**config.mk**
```make
export PLATFORM = sky130hd
export DESIGN_NAME = imem_loader
export DESIGN_NICKNAME = d
export VERILOG_FILES = /design/src/rtl/imem_loader.sv
export SDC_FILE = /design/constraint.sdc
export NUM_CORES = 1
export LEC_CHECK = 0
export CORE_MARGIN = 5
export CORE_UTILIZATION = 59
export CTS_CLUSTER_DIAMETER = 80
export CTS_CLUSTER_SIZE = 10
export DETAILED_ROUTE_END_ITERATION = 7
export PLACE_DENSITY = 0.83
export SYNTH_ARGS = -nofsm -noshare
export SYNTH_HDL_FRONTEND = slang
export SYNTH_SLANG_ARGS = --single-unit
```
**constraint.sdc**
```tcl
create_clock -name clk -period 5.7 [get_ports clk]
set_input_delay 1.71 -clock clk [delete_from_list [all_inputs] [get_ports clk]]
set_output_delay 1.71 -clock clk [all_outputs]
set_load 0.01 [all_outputs]
```
**src/rtl/imem_loader.sv**
```systemverilog
// Instruction-memory writer: turns a length-prefixed, XOR-checksummed byte stream into
// little-endian 32-bit word writes, and holds the CPU in reset until a load succeeds.
module imem_loader #(
    parameter int DEPTH = 128,
    parameter int AW    = 7
) (
    input  logic          clk,
    input  logic          reset_n,
    input  logic          start,
    input  logic [7:0]    rx_data,
    input  logic          rx_valid,
    output logic          rx_ready,
    output logic          mem_we,
    output logic [AW-1:0] mem_waddr,
    output logic [31:0]   mem_wdata,
    output logic          cpu_hold,
    output logic          busy,
    output logic          done,
    output logic          err
);

    typedef enum logic [2:0] {IDLE, LEN0, LEN1, DATA, CHK, DONE, ERR} state_t;

    state_t        state, state_nxt;
    logic [7:0]    len_lo;
    logic [AW:0]   len;
    logic [1:0]    lane;
    logic [AW-1:0] widx;
    logic [23:0]   wbuf;
    logic [7:0]    csum;

    logic        accept;
    logic        start_ok;
    logic [15:0] len_full;
    logic        len_bad;
    logic        last_word;
    logic        word_end;

    assign accept    = rx_valid && rx_ready;
    assign start_ok  = start && (state == IDLE || state == DONE || state == ERR);
    assign len_full  = {rx_data, len_lo};
    assign len_bad   = (len_full == 16'd0) || (len_full > 16'(DEPTH));
    assign last_word = ({1'b0, widx} == len - (AW+1)'(1));
    assign word_end  = accept && (lane == 2'd3);

    // All status outputs are pure decodes of the state so they flip on the same edge.
    assign rx_ready = (state == LEN0) || (state == LEN1) || (state == DATA) || (state == CHK);
    assign busy     = rx_ready;
    assign done     = (state == DONE);
    assign err      = (state == ERR);
    assign cpu_hold = (state != DONE);

    always_ff @(posedge clk or negedge reset_n) begin
        if (!reset_n) state <= IDLE;
        else          state <= state_nxt;
    end

    always_comb begin
        state_nxt = state;
        case (state)
            IDLE, DONE, ERR: if (start) state_nxt = LEN0;
            LEN0:            if (accept) state_nxt = LEN1;
            LEN1:            if (accept) state_nxt = len_bad ? ERR : DATA;
            DATA:            if (word_end && last_word) state_nxt = CHK;
            CHK:             if (accept) state_nxt = (rx_data == csum) ? DONE : ERR;
            default:         state_nxt = IDLE;
        endcase
    end

    always_ff @(posedge clk or negedge reset_n) begin
        if (!reset_n) begin
            len_lo    <= '0;
            len       <= '0;
            lane      <= '0;
            widx      <= '0;
            wbuf      <= '0;
            csum      <= '0;
            mem_we    <= 1'b0;
            mem_waddr <= '0;
            mem_wdata <= '0;
        end else begin
            mem_we <= 1'b0;
            if (start_ok) begin
                lane <= '0;
                widx <= '0;
                csum <= '0;
            end
            case (state)
                LEN0: if (accept) len_lo <= rx_data;
                // Only meaningful when the length is in range; otherwise we go to ERR.
                LEN1: if (accept) len <= len_full[AW:0];
                DATA: if (accept) begin
                    csum <= csum ^ rx_data;
                    lane <= lane + 2'd1;
                    if (lane == 2'd3) begin
                        mem_we    <= 1'b1;
                        mem_waddr <= widx;
                        mem_wdata <= {rx_data, wbuf};
                        if (!last_word) widx <= widx + AW'(1);
                    end else begin
                        wbuf[{lane, 3'b000} +: 8] <= rx_data;
                    end
                end
                default: ;
            endcase
        end
    end

endmodule

```
==> results of run 1 <==
[logic make-up (layout without fill, tap and decap cells)]
family	Yosys count	after routing	share of synthesized area (%)
xor gates and xnor gates	15	15	2.92
AOI/OAI and AO/OA	67	67	8.55
adders and majority gates	7	7	1.94
DFF	100	100	55.5
muxes	58	58	14.4
buffers and inverters	31	85	2.78
and+or+nand+nor	135	135	13.9
[flip-flops by register name, summed over array words and instances (netlist names)]
name and flops:
len 8, len_lo 8, state 3, mem_waddr 7, widx 7, mem_we 1, mem_wdata 32, csum 8
wbuf 24, lane 2
[area by class of cell]
| class | instances | area, um^2 | share of cell area, % |
|---|---|---|---|
| clock buffer | 10 | 138 | 2.59 |
| timing repair buffer | 58 | 573 | 10.8 |
| inverter | 11 | 41.3 | 0.777 |
| multi-input combinational | 282 | 1880 | 35.4 |
| tap | 99 | 124 | 2.33 |
| sequential | 100 | 2500 | 47.1 |
| clock inverter | 6 | 56.3 | 1.06 |
[routing by layer]
layer,vias to the layer above,global-route usage (%),routed length (um)
met3,12,3.59,527
met2,91,32.2,4550
met1,1586,28.7,4220
met4,0,6.60,116
li1,1538,-,-
met5,-,0,0
[worst max-delay path, stage by stage]
cell	delay, ns
clkdlybuf4s50_1	0.58
nand2_1	0.10
nor2_1	0.33
nand2_1	0.52
a31oi_1	0.72
nand4_1	0.22
mux2i_1	0.16
[power by group through the flow]
stage / Combinational, mW / Clock, mW / Sequential [mW]
floorplan: 0.470 / 0 / 0.950
global placement: 0.595 / 0 / 0.991
detailed placement: 0.625 / 0 / 1.00
CTS: 0.629 / 0.440 / 0.989
global route: 0.703 / 0.471 / 1.01
finish: 0.623 / 0.435 / 0.991
[worst max path at each step]
stage                     cells past startpoint  endpoint        from  slack, ns
after floorplan                               6  state[0]  rx_data[2]       2.57
after global placement                        7   widx[5]    rx_valid       1.34
after detailed placement                      7   widx[5]    rx_valid       1.25
after CTS                                     7   widx[5]    rx_valid       1.64
after global routing                          7   widx[6]    rx_valid       1.39
final                                         7   widx[6]    rx_valid       1.61
[cells in the final DEF (no fill, tap or decap), types with 3 or more instances in the layout]
| cell | synthesis | final |
|---|---|---|
| dfrtp_1 | 100 | 100 |
| xnor2_1 | 7 | 7 |
| clkdlybuf4s50_1 | 0 | 55 |
| nor2_1 | 13 | 13 |
| mux2i_1 | 5 | 5 |
| a31oi_1 | 4 | 4 |
| buf_4 | 1 | 3 |
| a21oi_1 | 3 | 3 |
| and3_1 | 4 | 4 |
| inv_1 | 10 | 10 |
| nand2_1 | 77 | 77 |
| mux2_2 | 53 | 53 |
| nor3_1 | 5 | 5 |
| nor3b_1 | 3 | 3 |
| nor4_1 | 3 | 3 |
| o21ai_0 | 49 | 49 |
| ha_1 | 7 | 7 |
| nand4_1 | 3 | 3 |
| nand2b_1 | 6 | 6 |
| clkbuf_8 | 0 | 10 |
| or4_1 | 3 | 3 |
| clkinv_4 | 0 | 3 |
| nand3_1 | 7 | 7 |
| xor2_1 | 8 | 8 |
[through the flow]
| stage | setup slack, ns | instances | hold WS, ns | utilization (%) |
|---|---|---|---|---|
| after floorplan | 2.57 | 413 | 0.444 | - |
| after global placement | 1.34 | 550 | 0.457 | 69.8 |
| after detailed placement | 1.25 | 550 | 0.465 | 69.8 |
| after CTS | 1.64 | 566 | 0.487 | 72.5 |
| after global routing | 1.39 | 566 | 0.507 | 72.5 |
| final | 1.61 | 566 | 0.483 | 72.5 |
==> summary.txt, run 1 <==
crit path max fanout -> 17
largest net degree at the start of global routing -> 67
Initial DRT Pass Iterations -> 4
H-tree depth -> 3
Area growth syn-to-layout -> 17.9%
clock sinks -> 100
flop2flop setup slack -> 2.87 ns
Placer Congestion -> 0.860
final WL -> 9410 um
core area -> 0.00733 mm^2
Max Slew Vio Count -> 0
Int Pwr -> 1.34 mW
Post-route DRC -> 0
Final Hold Vio Count -> 0
Fillers -> 502
Crit path required time -> 5.95 ns
Clk pwr share -> 21.2%
post-synthesis cell area -> 0.00451 mm^2
DP Area -> 0.00512 mm^2
Post-DP HPWL -> 6590 um
detailed-route via count -> 3227
GRT overflow -> 0
Rel. slew slack -> 33.2%
LEAKAGE -> 2.44 nW
final setup vio count -> 0
Reg2Reg Capture Point -> widx[6]
R2R depth -> 6
sequential fraction of design power -> 48.4%
vias per cell -> 5.70
EDFF count, synth -> 0
Final Cell Area -> 0.00531 mm^2
row cnt -> 31
Seq cells post-synth -> 100
sequential element share of the synthesized area -> 55.5%
Syn Area/Cell -> 10.9 um^2
Reg clk slew, reported paths -> 0.10 ns
Die Y-Extent -> 97.4 um
switching share of power -> 34.7%
Slew @ Worst Pin -> 0.999 ns
first-pass GRT wire length -> 15600 um
routed len/inst -> 16.6 um
total track usage -> 20.4%
Area contributors post-synth -> dfrtp_1 56%, mux2_2 13%, nand2_1 6.4%
status -> complete, no violations
layout cell share with drive strength beyond 1 -> 16.1%
Fmax -> 0.244 GHz
Comb power frac -> 30.4%
hold_buf cts -> 0
skew final -> 0.0122 ns
Max Cap Viol -> 0
count leader, synth -> dfrtp_1
Mapped Nets -> 432
TritonCTS clock tree -> built
die area -> 0.00949 mm^2
Synth top area share -> 55.5%
PortBufs -> 56
worst endpoint data arrival time -> 4.34 ns
Clock Latency Late Sink -> 0.37 ns
CTS root buffer -> clkbuf_8
antenna fix cells -> 0
crit path kind -> input pin to register
RSZ-0062 raised after global routing -> no
initial antenna violation count -> 0
Final Power -> 2.05 mW
# resized after CTS -> 0
CTS Buf Count -> 9
antenna-violating nets left -> 0
most common library cells after synthesis -> 100 x dfrtp_1, 77 x nand2_1, 53 x mux2_2, 49 x o21ai_0, 14 x clkbuf_1
clock buffer depth -> 2
Cells after Synth -> 413
Net Sw Power -> 0.711 mW
startpoint types -> input pin
Starting Density -> 61.5%
HP Class -> register to register
unique cell type count in the Yosys netlist -> 42
DRT iter0 DRCs -> 151
YS warnings -> 0
Worst Setup End Kind -> register
vias in the first global route -> 3141
Die X-Extent -> 97.4 um
Yosys top cell by area -> dfrtp_1
PD cells -> 386 mW/mm^2
nets -> 481
WHS Path Cells -> 2
Most used DFF post-synth -> dfrtp_1
# Post-CTS Setup Buffers -> 0
# IOs -> 57
hold path endpoint -> wbuf[6]
asr flop ratio synth -> 100%
FF-to-FF Start -> state[2]
post-layout min period -> 4.09 ns
setup TNS -> 0 ns
post-route clock period utilization -> 71.8%
HP Start -> wbuf[6]
maximum vdd drop -> 267 uV
Power figures use the tool's default switching activity.
==> inputs of run 2 (changes only) <==
--- a/config.mk
+++ b/config.mk
@@ -6,11 +6,11 @@
 export NUM_CORES = 1
 export LEC_CHECK = 0
 export CORE_MARGIN = 5
-export CORE_UTILIZATION = 59
+export CORE_UTILIZATION = 55
 export CTS_CLUSTER_DIAMETER = 80
 export CTS_CLUSTER_SIZE = 10
 export DETAILED_ROUTE_END_ITERATION = 7
-export PLACE_DENSITY = 0.83
+export PLACE_DENSITY = 0.78
 export SYNTH_ARGS = -nofsm -noshare
 export SYNTH_HDL_FRONTEND = slang
 export SYNTH_SLANG_ARGS = --single-unit
==> constraint.sdc (replaced) <==
create_clock -name clk -period 4 [get_ports clk]
set_input_delay 1.2 -clock clk [delete_from_list [all_inputs] [get_ports clk]]
set_output_delay 1.2 -clock clk [all_outputs]
set_load 0.01 [all_outputs]
==> summary.txt, run 2 (synthesis results as in run 1) <==
commonest non-fill, non-tap cell in the layout -> dfrtp_1
fin cells -> 581 (+2.7%)
Top reg by flops -> mem_wdata
first-pass GRT wire length -> 16900 um (+8.4%)
vias in the first global route -> 3419 (+8.9%)
# IOs -> 57 (unchanged)
Area growth syn-to-layout -> 19.3%
LEAKAGE -> 2.48 nW (+1.5%)
Die X-Extent -> 101 um (+3.2%)
sequential fraction of design power -> 48.7% (+0.3 points)
Max Used Layer -> met4
Clk pwr share -> 20.1% (-1.1 points)
CP Cell Sequence -> clkdlybuf4s50_1 > nand2_1 > nor2_1 > nand2_1 > inv_2 > nand2_1 > o311ai_0
status -> complete, no violations
skew final -> 0.0130 ns (+0.000812 ns)
TritonCTS clock tree -> built
switching share of power -> 35.0% (+0.22 points)
Rel. slew slack -> 37.2% (+3.9 points)
WHS Path Cells -> 2 (unchanged)
# resized after CTS -> 0 (unchanged)
Slew @ Worst Pin -> 0.940 ns (-0.0590 ns)
die area -> 0.0101 mm^2 (+6.5%)
Die Y-Extent -> 101 um (+3.2%)
Crit path required time -> 4.25 ns (-1.70 ns)
max FFs per register -> 32 (unchanged)
final setup vio count -> 0 (unchanged)
Worst Setup End Kind -> register
Post-Route Utilization -> 66.4% (-6.1 points)
DR WL met2 -> 4740 um (+4.2%)
Fmax -> 0.320 GHz
flop2flop setup slack -> 1.50 ns (-1.37 ns)
setup TNS -> 0 ns (unchanged)
GRT overflow -> 0 (unchanged)
post-route clock period utilization -> 78.1%
biggest regs -> mem_wdata: 32 flops, wbuf: 24 flops
Net Sw Power -> 1.01 mW (+42%)
startpoint types -> input pin
HP Class -> register to register
crit path max fanout -> 26 (+9)
Starting Density -> 55.7% (-5.8 points)
CTS root buffer -> clkbuf_8
DP Area -> 0.00521 mm^2 (+1.7%)
Reg clk slew, reported paths -> 0.10 ns (about the same)
PortBufs -> 56 (unchanged)
crit path kind -> input pin to register
clock sinks -> 100 (unchanged)
routed len/inst -> 17.3 um (+3.8%)
final WL -> 10000 um (+6.5%)
Post-route DRC -> 0 (unchanged)
Max Slew Vio Count -> 0 (unchanged)
Int Pwr -> 1.89 mW (+41%)
DRT iter0 DRCs -> 141 (-6.6%)
post-layout min period -> 3.12 ns
PD cells -> 539 mW/mm^2 (+40%)
Place WS -> 0.487 ns (-0.761 ns)
most frequent CP cell -> nand2_1
Post-DP HPWL -> 7080 um (+7.6%)
max incr delay on CP -> 0.58 ns (-0.14 ns)
Final WS setup -> 0.877 ns (-0.729 ns)
hold_buf cts -> 0 (unchanged)
Inst Count DP -> 565 (+2.7%)
detailed-route via count -> 3258 (+0.96%)
vias per cell -> 5.61 (-1.6%)
Max Cap Viol -> 0 (unchanged)
RSZ-0062 raised after global routing -> no
clock buffer depth -> 2 (unchanged)
layout cell share with drive strength beyond 1 -> 17.4% (+1.4 points)
Final Cell Area -> 0.00538 mm^2 (+1.2%)
Placer Congestion -> 0.828 (-3.7%)
antenna fix cells -> 0 (unchanged)
core area -> 0.00809 mm^2 (+10%)
most frequent cells in the layout -> 100 x dfrtp_1, 77 x nand2_1, 55 x clkdlybuf4s50_1, 53 x mux2_2, 49 x o21ai_0
largest net degree at the start of global routing -> 69 (+3.0%)
initial antenna violation count -> 0 (unchanged)
row cnt -> 33 (+6.5%)
Final Hold Vio Count -> 0 (unchanged)
H-tree depth -> 3 (unchanged)
met3 routed WL -> 484 um (-8.2%)
# Post-CTS Setup Buffers -> 0 (unchanged)
nets -> 490 (+1.9%)
antenna-violating nets left -> 0 (unchanged)
Comb power frac -> 31.3% (+0.9 points)
maximum vdd drop -> 393 uV (+47%)
Initial DRT Pass Iterations -> 5 (+1)
R2R depth -> 6 (unchanged)
M1 WL -> 4580 um (+8.5%)
total track usage -> 21.3% (+0.93 points)
Clock Latency Late Sink -> 0.36 ns (about the same)
Slowest-stage cell, CP -> clkdlybuf4s50_1
worst endpoint data arrival time -> 3.37 ns (-0.97 ns)
CTS Buf Count -> 9 (unchanged)
[run 2: cell types whose count changed in the layout (fill, tap and decap cells not counted), moves of 2 or more]
cell,previous run,this run
inv_8,2,0
buf_4,3,11
clkinv_2,0,3
clkinv_4,3,1
[run 2: final timing paths]
kind,start,end
max in group asynchronous,reset_n,wbuf[6]
min in group asynchronous,reset_n,state[0]
worst min register to register,wbuf[11],wbuf[11]
worst max register to register,len[2],state[1]
worst min-delay path,wbuf[11],wbuf[11]
worst max-delay path,rx_valid,widx[5]
[run 2: power by group through the flow]
stage | logic (mW) | registers, mW | clock network [mW]
2_1_floorplan | 0.670 | 1.35 | 0
3_3_place_gp | 0.869 | 1.41 | 0
3_5_place_dp | 0.901 | 1.43 | 0
4_1_cts | 0.911 | 1.41 | 0.588
5_1_grt | 1.02 | 1.44 | 0.623
6_report | 0.906 | 1.41 | 0.582
[run 2: critical path: cells and delay by family]
family | cells | cell delay, ns
compound gates | 1 | 0.35
buf+inv | 2 | 1.03
simple gates | 4 | 0.79
[run 2: layer usage]
layer,global-route usage [%],vias to the layer above
met5,0,-
met4,7.88,0
met3,4.08,19
met2,33.9,98
met1,29.3,1598
li1,-,1543
[run 2: through the flow]
step / hold slack [ns] / power (mW)
2_1_floorplan: 0.444 / 2.02
3_3_place_gp: 0.457 / 2.28
3_5_place_dp: 0.467 / 2.33
4_1_cts: 0.487 / 2.91
5_1_grt: 0.518 / 3.09
6_report: 0.490 / 2.90
[run 2: final cells by class]
class	count	area [um^2]
multi-input cells	282	1880
repair buffers	67	653
inverters	11	41.3
clock inverters	6	40.0
well taps	105	131
clock buffers	10	128
flip-flops and latches	100	2500
fillers	642	2720
